File: src/rtl/ssd_pkg.sv
// rtl/ssd_pkg.sv - shared constants and helpers for the multiplexed seven-segment controller
// Contents:
//   SEG_OFF       all cathodes released (active-low), DP included
//   hex_to_seg    hex nibble -> active-low segments {CG..CA}
//   digit_cycles  clock cycles spent on each digit slot
package ssd_pkg;

    localparam logic [7:0] SEG_OFF = 8'hFF;

    function automatic logic [6:0] hex_to_seg(input logic [3:0] nibble);
        logic [6:0] seg;
        case (nibble)
            4'h0:    seg = 7'b1000000;
            4'h1:    seg = 7'b1111001;
            4'h2:    seg = 7'b0100100;
            4'h3:    seg = 7'b0110000;
            4'h4:    seg = 7'b0011001;
            4'h5:    seg = 7'b0010010;
            4'h6:    seg = 7'b0000010;
            4'h7:    seg = 7'b1111000;
            4'h8:    seg = 7'b0000000;
            4'h9:    seg = 7'b0010000;
            4'hA:    seg = 7'b0001000;
            4'hB:    seg = 7'b0000011;
            4'hC:    seg = 7'b1000110;
            4'hD:    seg = 7'b0100001;
            4'hE:    seg = 7'b0000110;
            default: seg = 7'b0001110;
        endcase
        return seg;
    endfunction

    // Integer division: the frame period may come out slightly faster than
    // the nominal refresh rate when the ratio is not exact.
    function automatic int digit_cycles(input int clk_hz, input int refresh_hz, input int digits);
        return clk_hz / (refresh_hz * digits);
    endfunction

endpackage

File: src/rtl/ssd_decoder.sv
// rtl/ssd_decoder.sv - combinational hex nibble to active-low seven-segment pattern
// Ports:
//   nibble  in   4  hex value to show
//   dp      in   1  1 = decimal point lit
//   dark    in   1  1 = all digit segments off (DP still follows dp)
//   seg     out  8  active-low cathodes, [6:0]=CG..CA, [7]=DP
module ssd_decoder
    import ssd_pkg::*;
(
    input  logic [3:0] nibble,
    input  logic       dp,
    input  logic       dark,
    output logic [7:0] seg
);

    always_comb begin
        seg[7]   = ~dp;
        seg[6:0] = dark ? 7'h7F : hex_to_seg(nibble);
    end

endmodule

File: src/rtl/ssd_mux_n.sv
// rtl/ssd_mux_n.sv - N-digit multiplexed seven-segment controller with shadow load, LZ suppression and PWM
// Ports:
//   clk          in   1              system clock
//   rst_n        in   1              asynchronous active-low reset
//   data_in      in   4*NUM_DIGITS   nibble i drives digit i (digit 0 = rightmost)
//   load         in   1              strobe capturing data_in, blank, dp_in into pending
//   blank        in   NUM_DIGITS     1 = digit dark
//   dp_in        in   NUM_DIGITS     1 = decimal point lit
//   lz_en        in   1              leading-zero suppression enable
//   brightness   in   BRIGHT_BITS    PWM duty level, sampled at frame boundary
//   anode        out  NUM_DIGITS     active-low digit enables
//   segment      out  8              active-low cathodes, [7]=DP
//   frame_start  out  1              pulse in the first cycle digit 0 is driven
module ssd_mux_n
    import ssd_pkg::*;
#(
    parameter int CLK_FREQUENCY = 100_000_000,
    parameter int REFRESH_RATE  = 200,
    parameter int NUM_DIGITS    = 8,
    parameter int BRIGHT_BITS   = 4
) (
    input  logic                      clk,
    input  logic                      rst_n,
    input  logic [4*NUM_DIGITS-1:0]   data_in,
    input  logic                      load,
    input  logic [NUM_DIGITS-1:0]     blank,
    input  logic [NUM_DIGITS-1:0]     dp_in,
    input  logic                      lz_en,
    input  logic [BRIGHT_BITS-1:0]    brightness,
    output logic [NUM_DIGITS-1:0]     anode,
    output logic [7:0]                segment,
    output logic                      frame_start
);

    localparam int DC = digit_cycles(CLK_FREQUENCY, REFRESH_RATE, NUM_DIGITS);
    localparam int SW = (DC > 1) ? $clog2(DC) : 1;
    localparam int IW = (NUM_DIGITS > 1) ? $clog2(NUM_DIGITS) : 1;

    logic [SW-1:0]            slot_q, slot_d;
    logic [IW-1:0]            idx_q, idx_d;
    logic [BRIGHT_BITS-1:0]   pwm_q, pwm_d;

    logic [4*NUM_DIGITS-1:0]  pend_data_q, pend_data_d;
    logic [NUM_DIGITS-1:0]    pend_blank_q, pend_blank_d;
    logic [NUM_DIGITS-1:0]    pend_dp_q, pend_dp_d;
    logic [4*NUM_DIGITS-1:0]  act_data_q, act_data_d;
    logic [NUM_DIGITS-1:0]    act_blank_q, act_blank_d;
    logic [NUM_DIGITS-1:0]    act_dp_q, act_dp_d;
    logic [BRIGHT_BITS-1:0]   bright_q, bright_d;

    logic [NUM_DIGITS-1:0]    anode_q, anode_d;
    logic [7:0]               segment_q, segment_d;
    logic                     frame_start_q, frame_start_d;

    logic                     slot_wrap;
    logic                     boundary;
    logic [NUM_DIGITS-1:0]    lz_mask;
    logic [3:0]               cur_nib;
    logic                     cur_dp;
    logic                     cur_supp;
    logic                     digit_on;
    logic [7:0]               dec_seg;

    // Scan counters. The boundary is the last cycle of the last digit slot;
    // the active copy happens on that edge so the whole next frame sees one
    // consistent snapshot.
    always_comb begin
        slot_wrap = (slot_q == SW'(DC - 1));
        boundary  = slot_wrap && (idx_q == IW'(NUM_DIGITS - 1));

        slot_d = slot_wrap ? '0 : slot_q + 1'b1;
        idx_d  = idx_q;
        if (slot_wrap) begin
            idx_d = (idx_q == IW'(NUM_DIGITS - 1)) ? '0 : idx_q + 1'b1;
        end
        pwm_d = pwm_q + 1'b1;
    end

    // Pending takes every load (last wins); a load on the boundary edge only
    // reaches pending because active copies the pre-edge pending value.
    always_comb begin
        pend_data_d  = load ? data_in : pend_data_q;
        pend_blank_d = load ? blank   : pend_blank_q;
        pend_dp_d    = load ? dp_in   : pend_dp_q;

        act_data_d   = boundary ? pend_data_q  : act_data_q;
        act_blank_d  = boundary ? pend_blank_q : act_blank_q;
        act_dp_d     = boundary ? pend_dp_q    : act_dp_q;
        bright_d     = boundary ? brightness   : bright_q;
    end

    // A digit is suppressed when it and every more-significant nibble are zero.
    always_comb begin
        logic run;
        run     = 1'b1;
        lz_mask = '0;
        for (int i = NUM_DIGITS - 1; i >= 0; i--) begin
            run        = run & (act_data_q[4*i +: 4] == 4'h0);
            lz_mask[i] = lz_en & run;
        end
        lz_mask[0] = 1'b0;
    end

    always_comb begin
        cur_nib  = act_data_q[{idx_q, 2'b00} +: 4];
        cur_dp   = act_dp_q[idx_q];
        cur_supp = lz_mask[idx_q];
    end

    ssd_decoder u_decoder (
        .nibble (cur_nib),
        .dp     (cur_dp),
        .dark   (cur_supp),
        .seg    (dec_seg)
    );

    // The anode stays high when nothing on the digit would light (blanked, or
    // suppressed without DP) and during the PWM-off phase; segments are
    // released whenever the anode is.
    always_comb begin
        digit_on      = !act_blank_q[idx_q] && !(cur_supp && !cur_dp) && (pwm_q < bright_q);
        anode_d       = digit_on ? ~(NUM_DIGITS'(1) << idx_q) : '1;
        segment_d     = digit_on ? dec_seg : SEG_OFF;
        frame_start_d = (slot_q == '0) && (idx_q == '0);
    end

    always_ff @(posedge clk or negedge rst_n) begin
        if (!rst_n) begin
            slot_q        <= '0;
            idx_q         <= '0;
            pwm_q         <= '0;
            pend_data_q   <= '0;
            pend_blank_q  <= '0;
            pend_dp_q     <= '0;
            act_data_q    <= '0;
            act_blank_q   <= '0;
            act_dp_q      <= '0;
            bright_q      <= '0;
            anode_q       <= '1;
            segment_q     <= SEG_OFF;
            frame_start_q <= 1'b0;
        end else begin
            slot_q        <= slot_d;
            idx_q         <= idx_d;
            pwm_q         <= pwm_d;
            pend_data_q   <= pend_data_d;
            pend_blank_q  <= pend_blank_d;
            pend_dp_q     <= pend_dp_d;
            act_data_q    <= act_data_d;
            act_blank_q   <= act_blank_d;
            act_dp_q      <= act_dp_d;
            bright_q      <= bright_d;
            anode_q       <= anode_d;
            segment_q     <= segment_d;
            frame_start_q <= frame_start_d;
        end
    end

    assign anode       = anode_q;
    assign segment     = segment_q;
    assign frame_start = frame_start_q;

endmodule

File: config.mk
export PLATFORM = sky130hd
export DESIGN_NAME = ssd_mux_n
export DESIGN_NICKNAME = d
export VERILOG_FILES = /design/src/rtl/ssd_pkg.sv /design/src/rtl/ssd_decoder.sv /design/src/rtl/ssd_mux_n.sv
export SDC_FILE = /design/constraint.sdc
export NUM_CORES = 1
export LEC_CHECK = 0
export CAP_MARGIN = 20
export CORE_ASPECT_RATIO = 0.8
export CORE_MARGIN = 2
export CORE_UTILIZATION = 55
export CTS_CLUSTER_DIAMETER = 100
export DETAILED_ROUTE_END_ITERATION = 10
export GPL_TIMING_DRIVEN = 0
export PLACE_DENSITY = 0.79
export SETUP_SLACK_MARGIN = 0.5
export SLEW_MARGIN = 30
export SYNTH_ARGS = -nofsm -noshare
export SYNTH_HDL_FRONTEND = slang
export SYNTH_SLANG_ARGS = --single-unit
File: constraint.sdc
create_clock -name clk -period 2.5 [get_ports clk]
set_input_delay 0.5 -clock clk [delete_from_list [all_inputs] [get_ports clk]]
set_output_delay 0.5 -clock clk [all_outputs]
set_load 0.05 [all_outputs]
; Word level (Yosys, flattened, before mapping)
; Memory sizes are Yosys's and may differ from the RTL's.
; Index checks and enable logic that the tools add are counted.
[totals]
regBits = 140
mem_count = 1
output_inout_bits = 17
mem_bits_ro = 112
inputBits = 56
[classes]
bitwise_logic = 15
shift = 2
reduce_logical = 17
eq_ne = 2
addsub = 3
n_mux = 11
order_cmp = 2
[memory_table]
columns = memory, words, word_bits, read_ports, rd_ports_with_merged_regs, wr, line
row1 = (name not given), 16, 7, 1, 0, 0, ssd_pkg.sv:12  ; case (nibble)
[op_table]
columns = operator, count
row1 = 32-bit by 6-bit variable part select with 4-bit output, 1
row2 = 4-bit zero test, 7
row3 = 16-bit by 1-bit adder with 16-bit output (second input constant), 1
row4 = 16-bit == test (second input constant), 1
row5 = 16-bit zero test, 1
row6 = 16-bit two-way mux, 1
row7 = 8-bit two-way mux, 2
row8 = 1-bit bitwise AND, 13
row9 = 1-bit binary-select mux with 3-bit select, 3
row10 = 8-bit NOT, 1
row11 = 1-bit by 3-bit << shifter with 8-bit output (first input constant), 1
row12 = 7-bit two-way mux, 1
row13 = 1-bit logical AND, 5
row14 = 4-bit by 1-bit adder with 4-bit output (second input constant), 1
row15 = 3-bit by 4-bit less-than comparator with 1-bit output (second input constant), 1
row16 = 4-bit less-than comparator, 1
row17 = 3-bit by 1-bit adder with 3-bit output (second input constant), 1
row18 = 3-bit == test (second input constant), 1
row19 = 1-bit zero test, 3
row20 = 3-bit zero test, 1
row21 = 1-bit two-way mux, 3
row22 = 3-bit two-way mux, 1
row23 = 1-bit NOT, 1

; Longest topological paths before layout
; Gate-level depths: netlist of run 1.
[depth]
depth_word = 15
depth_mapped = 9
depth_no_buf = 7

; By module
; From an unflattened synthesis of run 1, not the netlist that was laid out.
[hier_totals]
hier_cells = 447
hier_area_um2 = 6216.0
[by_module_without_submodules]
columns = module, cells_each, seq_area_each_um2, n_inst, area_each_um2
row1 = ssd_mux_n, 411, 3523.4, 1, 5913.2
row2 = ssd_decoder, 36, 0.0, 1, 302.8

; Worst setup path after synthesis of run 1
; No wires, ideal clock.
[synth_path]
path_type = reg2reg
from = register idx_q[0]
to = register segment_q[3] (netlist: segment[3])
slack_ps = 277
required_time_ps = 2419
setup_time_ps = 81
stages_incl_launch_ff = 9
n_path_buf = 2
arrival_time_ps = 2141
synth_period_minus_slack_ps = 2223
path_cell_list = dfrtp_1 buf_6 buf_8 mux4_2 mux2_2 inv_1 ha_1 a211o_1 o211ai_1
[synth_via]
elab_chain_len = 8
[synth_rtl]
columns = element, line
row1 = "start, declared", ssd_mux_n.sv:40  ; logic [IW-1:0] idx_q, idx_d;
row2 = "start signal, assigned", ssd_mux_n.sv:144  ; idx_q <= idx_d;
row3 = branches (longest 7 deep; another with memory read 16 x 7 bit), --
row4 = 8-bit two-way mux (*), ssd_mux_n.sv:123  ; segment_d = digit_on ? dec_seg : SEG_OFF;
row5 = named net segment_d[3], ssd_mux_n.sv:52  ; logic [7:0] segment_q, segment_d;
row6 = "end signal, assigned", ssd_mux_n.sv:154  ; segment_q <= segment_d;
row7 = "end, declared", ssd_mux_n.sv:52
; Mark *: on every way through the listed nets, which the timed path passes. The select of a mux whose other input is x is not followed.
; A chain may end at the register's enable or synchronous reset.

; Worst setup path in the final report of run 1
[layout_path]
from = register idx_q[2]
to = register segment_q[0] (netlist: segment[0])
; Same word-level chain as after synthesis.

==> flow_summary.yaml, run 1 <==
status:
  outcome: "finished, violations left"
  violations: "hold timing"
worst_hold_path:
  min_path_type: "input port to async pin"
timing:
  slew_headroom_pct: 56.2
  fin_tns_setup_ns: 0
  hold_ws_ns: -0.00519
  final_max_slew_viol_count: 0
  finalSetupViolCount: 0
  fin_crit_ns: 2.24
  fin_worst_skew_ns: 0.0127
  max_freq_mhz: 446
  worstMarginPinSlew_ns: 0.658
  hold_viol_final: 3
  rsz0062_at_grt: "yes"
  post-route-period-util_pct: 89.6
power_and_ir_drop:
  power_leakage_nw: 3.64
  peakVddDrop_mv: 0.477
  powerDensity_nw_per_um2: 626
  total_power_mw: 5.02
cts:
  cts_buffer_depth: 2
  cts_tree: "yes"
  htree_levels: 4
  cts.sinks: 140
  cts-root-buf: "clkbuf_16"
  clk_latency_ns: 0.42
  cts_buffers: 17
  hold_buffers: 0
  clk_pin_slew_ns: 0.06
yosys:
  synth.avg_cell_area_um2: 14.3
  yosysMostFrequentCell: "dfrtp_1"
  synth_cell_types: 43
  ys_seq_area_share_pct: 57.5
  synthesis.nets: 503
  synth_ff_type: "dfrtp_1"
  postSynthCellCount: 429
  ys_ff_latch: 140
  yosysTopAreaCell: "dfrtp_1"
  synth_area_leaders: "dfrtp_1 (51%), mux2_1 (9.6%), mux2_2 (9.2%), dfstp_2 (6.9%), ha_1 (3.7%)"
  synth_top_area_share_pct: 50.7
  postSynth.asyncResetShare_pct: 100
  synth_area_um2: 6120
  yosys-top-cells-count: "dfrtp_1 (124), mux2_1 (52), mux2_2 (50)"
  yosys_warnings: 0
  synth_edf_count: 0
place:
  portBuffers: 71
  post-place-cells: 645
  hpwl_um: 8350
  globalplace.congestion: 0.878
critical_path:
  startpoint_type: "flop"
  required_ns: 2.81
  r2r_slack_ns: 0.26
  cp.arrival_ns: 2.56
  worstPathMaxFanout: 10
  path_class: "flop to flop"
  worst_setup_path_end_kind: "flop"
  ff2ff_path_depth: 7
  reg2reg_to: "segment[0]"
  reg2reg_from: "idx_q[2]"
layout:
  diodes: 0
  area_delta_synth_final_pct: 31.0
  nets: 612
  stdcell_count: 695
  layout-drive-gt1-share_pct: 32.1
  fillers: 699
detailed_routing:
  drt_wl_total_um: 13300
  post_drt_via_cell_ratio: 5.58
  wire_per_inst_um: 19.1
  drc: 0
  postRouteAntennaNets: 0
  drt-pass1-iter-count: 5
  route.vias.total: 3877
  drt-initial-drc-count: 240
floorplan:
  start_util_pct: 56.5
  pin_count: 73
  placementRows: 34
  die_y_um: 98.4
  die_w_um: 122
  die-area_um2: 12000
  core_area_um2: 10800
global_route:
  grt_overflow: 0
  grt_pass1_vias: 3996
  grt_max_degree: 86
  antenna_found_initial: 0
  grt_usage_pct: 23.0
  grt_pass1_wl_um: 20800
job:
  drv_cap: 0
-- critical path, cell delays in order (launching register included) --
cell and delay, ns:
dfrtp_1 0.50, clkbuf_4 0.32, mux4_2 0.36, mux2_4 0.33
ha_2 0.24, nor2_4 0.14, o2bb2ai_1 0.14, o21ai_1 0.11
-- metal layers --
metal  share of wire (%)  routed length (µm)  track usage [%]  vias up
met4                 1.4                 182             5.66        0
met1                  43                5660             30.2     1987
met5                   0                   0                0        -
li1                    -                   -                -     1763
met2                  51                6770             37.5      112
met3                 5.2                 692             7.30       15
-- flip-flops by register name (all words and copies together) (netlist names) --
| register | cells |
|---|---|
| act_blank_q | 8 |
| act_data_q | 32 |
| act_dp_q | 8 |
| anode | 8 |
| bright_q | 4 |
| frame_start | 1 |
| idx_q | 3 |
| pend_blank_q | 8 |
| pend_data_q | 32 |
| pend_dp_q | 8 |
| pwm_q | 4 |
| segment | 8 |
| slot_q | 16 |
-- power by group --
| group | internal (mW) | switching [mW] | leakage, nW |
|---|---|---|---|
| Combinational | 0.163 | 0.115 | 1.60 |
| Sequential | 2.36 | 0.0467 | 1.76 |
| Clock | 1.41 | 0.931 | 0.275 |
-- through the flow --
stage | util [%] | instance area [µm²] | setup WS, ns
6_report | 73.9 | 8020 | 0.259
5_1_grt | 73.9 | 8020 | 0.231
4_1_cts | 71.8 | 7790 | 0.295
3_5_place_dp | 65.1 | 7070 | 0.123
3_3_place_gp | 64.8 | 7030 | -4.29
2_1_floorplan | - | 6140 | 0.370
-- final cells by class --
cell class | instances | area, µm² | share of cell area (%)
Tap cell | 144 | 180 | 2.25
Timing Repair Buffer | 90 | 893 | 11.1
Clock buffer | 20 | 457 | 5.69
Clock inverter | 12 | 97.6 | 1.22
Inverter | 16 | 71.3 | 0.889
Multi-Input combinational cell | 257 | 2660 | 33.2
Buffer | 16 | 135 | 1.68
Sequential cell | 140 | 3530 | 44.0
-- what timing repair did --
action,in CTS,in global routing
hold endpoints to repair,0,0
pin swaps,8,4
buffers inserted,10,8
resized for setup,45,37
gates cloned,0,0
endpoints found under the setup margin,83,76
-- worst max path at each step --
stage	startpoint	endpoint
final	idx_q[2]	segment[0]
after global routing	idx_q[2]	segment[3]
after CTS	idx_q[0]	segment[3]
after detailed placement	idx_q[0]	segment[0]
after global placement	rst_n	pend_data_q[20]
after floorplan	idx_q[0]	segment[3]
-- cell usage in the layout, fill, tap and decap left out, types with 4 or more instances in the layout --
cell and n:
dfrtp_1 122, clkdlybuf4s50_1 53, mux2_1 52, mux2_2 49, clkbuf_16 17, dlygate4sd2_1 17, dfstp_2 16, buf_4 15
nand2_1 13, inv_1 12, mux4_2 12, ha_1 12, nand3_1 11, nor2_1 11, nor4_1 10, xnor2_1 10
a21oi_1 8, clkinv_2 7, buf_6 6, o21ai_1 5, clkbuf_1 5, o21ai_0 4, nand3_2 4, nor3_1 4
xor2_1 4, ha_4 4
-- cell families (layout without fill, tap and decap cells) --
logic type / after synthesis / count (layout) / synth area share (%)
adders and majority gates: 18 / 18 / 3.68
DFF: 140 / 140 / 57.5
xor gates and xnor gates: 14 / 14 / 2.00
AOI/OAI and AO/OA: 29 / 29 / 3.60
and+or+nand+nor: 74 / 74 / 6.17
muxes: 122 / 122 / 24.6
buffers and inverters: 32 / 154 / 2.43
Note: power is estimated with default switching activity, not from simulation.
==> run 2, diff against run 1 <==
CORE_UTILIZATION = 45   (was 55)
PLACE_DENSITY = 0.67   (was 0.79)
==> run 2 against run 1 <==
Clock power hardly changed. Total power about the same. Largest cell class unchanged. Sequential power about the same. The flow now finishes without violations.
==> flow_summary.yaml, run 2 (same netlist as run 1, synthesis figures left out) <==
status:
  outcome: "finished clean"
power_and_ir_drop:
  internal-power_mw: 3.90
  total_power_mw: 5.01
  swShare_pct: 22.2
  peakVddDrop_mv: 0.453
  clkPwrFrac_pct: 46.6
  powerDensity_nw_per_um2: 606
  p_switching_mw: 1.11
  comb_power_share_pct: 5.5
  sequentialPowerShare_pct: 47.9
  power_leakage_nw: 3.77
layout:
  layout-drive-gt1-share_pct: 36.2
  diodes: 0
  final_common_cell: "dfrtp_1"
  top_regs: "act_data_q: 32 flops, pend_data_q: 32 flops, slot_q: 16 flops"
  nets: 624
  area_delta_synth_final_pct: 35.0
  design_area_um2: 8270
  mostFrequentLayoutCells: "dfrtp_1 (122), clkdlybuf4s50_1 (53), mux2_2 (49), mux2_1 (28), mux2_4 (25)"
  fin_util_pct: 61.7
  stdcell_count: 743
critical_path:
  required_ns: 2.81
  cp.depth: 9
  path_class: "flop to flop"
  max_stage_delay_ns: 0.66
  worstPathMaxFanout: 5
  crit_buf_inv: 4
  cp_cell_sequence: "buf_8, buf_6, buf_12, mux4_1, mux2i_4, buf_4, nor2_1, a21oi_1, o211ai_1"
  cp_slowest_cell: "mux4_1"
  cp.arrival_ns: 2.58
  startpoint_type: "flop"
  cp_top_family: "multiplexers"
  worst_setup_path_end_kind: "flop"
  ff2ff_path_depth: 9
global_route:
  grt_overflow: 0
  grt_pass1_vias: 3932
  antenna_found_initial: 0
  grt_pass1_wl_um: 20500
  grt_max_degree: 90
  grt_usage_pct: 18.6
place:
  post_dp_cell_area_um2: 7110
  pre_cts_slack_ns: 0.142
  globalplace.congestion: 0.816
  post-place-cells: 681
  portBuffers: 71
  hpwl_um: 8460
timing:
  setup_ws_ns: 0.237
  rsz0062_at_grt: "yes"
  hold_viol_final: 0
  finalSetupViolCount: 0
  fin_crit_ns: 2.26
  worstMarginPinSlew_ns: 0.640
  slew_headroom_pct: 57.3
  fin_worst_skew_ns: 0.0115
  post-route-period-util_pct: 90.5
  max_freq_mhz: 442
  final_max_slew_viol_count: 0
detailed_routing:
  wire_per_inst_um: 17.4
  post_drt_via_cell_ratio: 5.20
  drt-pass1-iter-count: 4
  drt_wl_total_um: 12900
  drt-initial-drc-count: 302
  route.vias.total: 3860
  drc: 0
  postRouteAntennaNets: 0
cts:
  cts_buffer_depth: 2
  clk_pin_slew_ns: 0.06
  clk_latency_ns: 0.42
  cts-root-buf: "clkbuf_16"
  cts.sinks: 140
  cts_tree: "yes"
  htree_levels: 4
  cts_buffers: 17
floorplan:
  die_w_um: 134
  die-area_um2: 14600
  start_util_pct: 45.7
  pin_count: 73
  core_area_um2: 13400
  die_y_um: 108
  placementRows: 38
job:
  drv_cap: 0
worst_hold_path:
  min_path_type: "flop to flop"
  min_path_cells: 1
## run 2: cell types whose count changed in the layout (fill, tap and decap cells not counted), sizes merged
cell / delta
buf: +7
clkbuf: +3
clkdlybuf4s15: +2
dlygate4sd2: -2
clkinv: -1
clkinvlp: +1
dlygate4sd3: +1
nand2: +1
## run 2: area by class of cell
cell class	instances	area (µm²)
fill	1024	5140
clock buffer	20	447
inverter	16	68.8
buffer	16	159
sequential	140	3530
timing repair buffer	101	1030
tap	180	225
clock inverter	12	98.8
multi-input combinational	258	2710
## run 2: worst reg2reg max path: stages, from the launching register on
cell and delay, ns:
dfrtp_1 0.39, buf_8 0.13, buf_6 0.10, buf_12 0.11, mux4_1 0.67, mux2i_4 0.27
buf_4 0.18, nor2_1 0.04, a21oi_1 0.14, o211ai_1 0.12
## run 2: final timing paths
| kind | from | end | slack (ns) |
|---|---|---|---|
| worst max-delay path | idx_q[0] | segment[1] | 0.24 |
| worst min-delay path | pwm_q[0] | pwm_q[0] | 0.47 |
| worst max register to register | idx_q[0] | segment[1] | 0.24 |
| worst min register to register | pwm_q[0] | pwm_q[0] | 0.47 |
| max in group asynchronous | rst_n | act_data_q[14] | 1.15 |
| min in group asynchronous | rst_n | act_dp_q[1] | 0.59 |
## run 2: per-layer routing
metal  part of all wire [%]  vias up  wire length [µm]  track usage, %
met3                    4.8       21               624            4.97
met5                      0        -                 0               0
li1                       -     1795                 -               -
met1                     47     1954              6040            25.1
met4                    1.8        0               235            8.27
met2                     47       90              6010            28.4
## run 2: through the flow
| step | setup TNS [ns] | hold WS, ns |
|---|---|---|
| floorplan | 0 | 0.204 |
| global placement | -591.27 | 0.458 |
| detailed placement | 0 | 0.436 |
| CTS | 0 | 0.474 |
| global route | 0 | 0.506 |
| finish | 0 | 0.469 |
## run 2: timing repair
item,CTS,global route
gates resized for setup,41,64
hold buffers,1,0
pin swaps,4,8
setup endpoints to repair,83,78
setup buffers,11,14
gates cloned,0,4
hold endpoints to repair,3,0
## run 2: power by group through the flow
stage          sequential (mW)  combinational [mW]  clock (mW)
3_3_place_gp              2.44               0.263           0
2_1_floorplan             2.43               0.107           0
3_5_place_dp              2.44               0.276           0
5_1_grt                   2.41               0.302        2.47
4_1_cts                   2.40               0.280        2.36
6_report                  2.40               0.275        2.34
==> run 3, diff against run 2 <==
REMOVE_ABC_BUFFERS = 1   (was default)
==> run 3 against run 2 <==
Non-clock buffer count is 18 lower. First-iteration DRC count is 31% lower. Critical endpoint is now segment[6]. Largest power group is now clock. Clock power is 8% higher. Register-to-register slack better by 0.11 ns. Global-route usage is 0.14 points lower. Combinational power hardly changed. Largest cell class unchanged. Critical path type unchanged. Hold slack worse by 0.46 ns.
==> flow_summary.yaml, run 3 (same netlist as run 1, synthesis figures left out) <==
status:
  outcome: "finished clean"
critical_path:
  cp_cell_sequence: "buf_6, buf_4, mux4_2, mux2i_4, buf_12, mux2i_1, o221ai_2"
  cp.arrival_ns: 2.47
  ff2ff_path_depth: 7
  cp_slowest_cell: "dfrtp_4"
  r2r_slack_ns: 0.35
  reg2reg_from: "idx_q[0]"
  startpoint_type: "flop"
  worstSetupEndpoint: "segment[6]"
  required_ns: 2.82
  worst_setup_path_end_kind: "flop"
  worstPathMaxFanout: 11
  max_stage_delay_ns: 0.54
  reg2reg_to: "segment[6]"
  crit_start: "idx_q[0]"
  path_class: "flop to flop"
detailed_routing:
  drt_wl_total_um: 12700
  drc: 0
  drt-pass1-iter-count: 5
  drt-initial-drc-count: 209
  post_drt_via_cell_ratio: 5.29
  route.vias.total: 3840
  wire_per_inst_um: 17.5
  postRouteAntennaNets: 0
timing:
  max_freq_mhz: 464
  rsz0062_at_grt: "yes"
  setup_ws_ns: 0.346
  post-route-period-util_pct: 86.1
  hold_viol_final: 0
  fin_tns_setup_ns: 0
  finalSetupViolCount: 0
  slew_headroom_pct: 58.7
  final_max_slew_viol_count: 0
  fin_worst_skew_ns: 0.00854
  fin_crit_ns: 2.15
  worstMarginPinSlew_ns: 0.619
place:
  portBuffers: 72
  post-place-cells: 666
  post_dp_cell_area_um2: 7020
  hpwl_um: 7470
  globalplace.congestion: 0.865
  pre_cts_slack_ns: -0.574
worst_hold_path:
  min_path_type: "input port to async pin"
layout:
  final_common_cell: "dfrtp_1"
  nets: 608
  area_delta_synth_final_pct: 33.6
  design_area_um2: 8180
  fillers: 1048
  diodes: 0
  regArea_um2: 3530
  layout-drive-gt1-share_pct: 34.1
  multi_input_area_um2: 2770
  stdcell_count: 726
  top_regs: "act_data_q: 32 flops, pend_data_q: 32 flops, slot_q: 16 flops"
  mostFrequentLayoutCells: "dfrtp_1 (119), clkdlybuf4s50_1 (53), mux2_1 (52), mux2_2 (48)"
global_route:
  grt_pass1_wl_um: 20500
  antenna_found_initial: 0
  use_met1_pct: 25.2
  busiest_layer: "met2"
  use_met3_pct: 4.97
  grt_max_degree: 80
  grt_pass1_vias: 3989
  grt_usage_pct: 18.4
  grt_util_met2_pct: 29.1
  grt_overflow: 0
cts:
  cts_buffers: 17
  htree_levels: 4
  cts_tree: "yes"
  cts-root-buf: "clkbuf_16"
  cts.sinks: 140
  hold_buffers: 0
  cts_buffer_depth: 2
  clk_pin_slew_ns: 0.06
  clk_latency_ns: 0.41
power_and_ir_drop:
  power_leakage_nw: 3.63
  peakVddDrop_mv: 0.568
  powerDensity_nw_per_um2: 636
floorplan:
  start_util_pct: 45.7
  die-area_um2: 14600
  placementRows: 38
  die_y_um: 108
  die_w_um: 134
  core_area_um2: 13400
  pin_count: 73
job:
  drv_cap: 0
-- run 3: changes by cell type in the layout (fill, tap and decap cells not counted), sizes merged --
| cell | before | now |
|---|---|---|
| clkbuf | 29 | 18 |
| buf | 37 | 29 |
| clkinv | 8 | 4 |
| inv | 15 | 19 |
| bufinv | 1 | 3 |
| clkdlybuf4s15 | 2 | 0 |
| dlygate4sd2 | 15 | 17 |
| nand2 | 18 | 20 |
| clkinvlp | 4 | 3 |
| dlygate4sd3 | 1 | 0 |
-- run 3: per-layer routing --
layer	share of wire, %	vias to the layer above
met5	0	-
met4	0.75	0
met1	47	1972
met2	48	92
met3	4.2	12
li1	-	1764
-- run 3: repair_timing --
item                                    CTS  global route
endpoints found under the setup margin   85            67
resized for setup                        59            32
buffers inserted                         18             8
cloned                                    2             1
pin swaps                                 6            10
-- run 3: critical path: cells and delay by family (launching register included) --
family / cells / cell delay [ns]
multiplexers: 3 / 0.93
AO/OA/AOI/OAI: 1 / 0.14
buffers and inverters: 3 / 0.45
flip-flops: 1 / 0.54
-- run 3: power breakdown --
group | internal, mW | leakage [nW] | switching [mW] | total, mW
sequential | 2.35 | 1.76 | 0.0416 | 2.40
clock | 1.57 | 0.284 | 0.960 | 2.53
combinational | 0.164 | 1.59 | 0.113 | 0.277
-- run 3: area by class of cell --
class / instances / area share (%)
tap: 180 / 2.75
inverter: 16 / 0.811
sequential: 140 / 43.2
multi-input combinational: 260 / 33.9
clock buffer: 18 / 5.25
timing repair buffer: 99 / 12.1
clock inverter: 13 / 2.03
-- run 3: worst min-delay path by stage --
stage / slack (ns) / end / depth (start not counted)
final: 0.01 / slot_q[2] / 1
after global routing: 0.04 / slot_q[2] / 1
after CTS: 0.02 / slot_q[2] / 1
after detailed placement: 0.46 / slot_q[2] / 1
after global placement: 0.46 / pwm_q[0] / 1
after floorplan: 0.20 / act_blank_q[0] / 0
-- run 3: through the flow --
stage / util, % / power [mW] / hold slack, ns
global placement: 52.1 / 2.70 / 0.456
floorplan: - / 2.53 / 0.204
CTS: 59.2 / 5.26 / 0.0234
finish: 61.0 / 5.20 / 0.0131
detailed placement: 52.3 / 2.71 / 0.460
global route: 61.0 / 5.39 / 0.0368
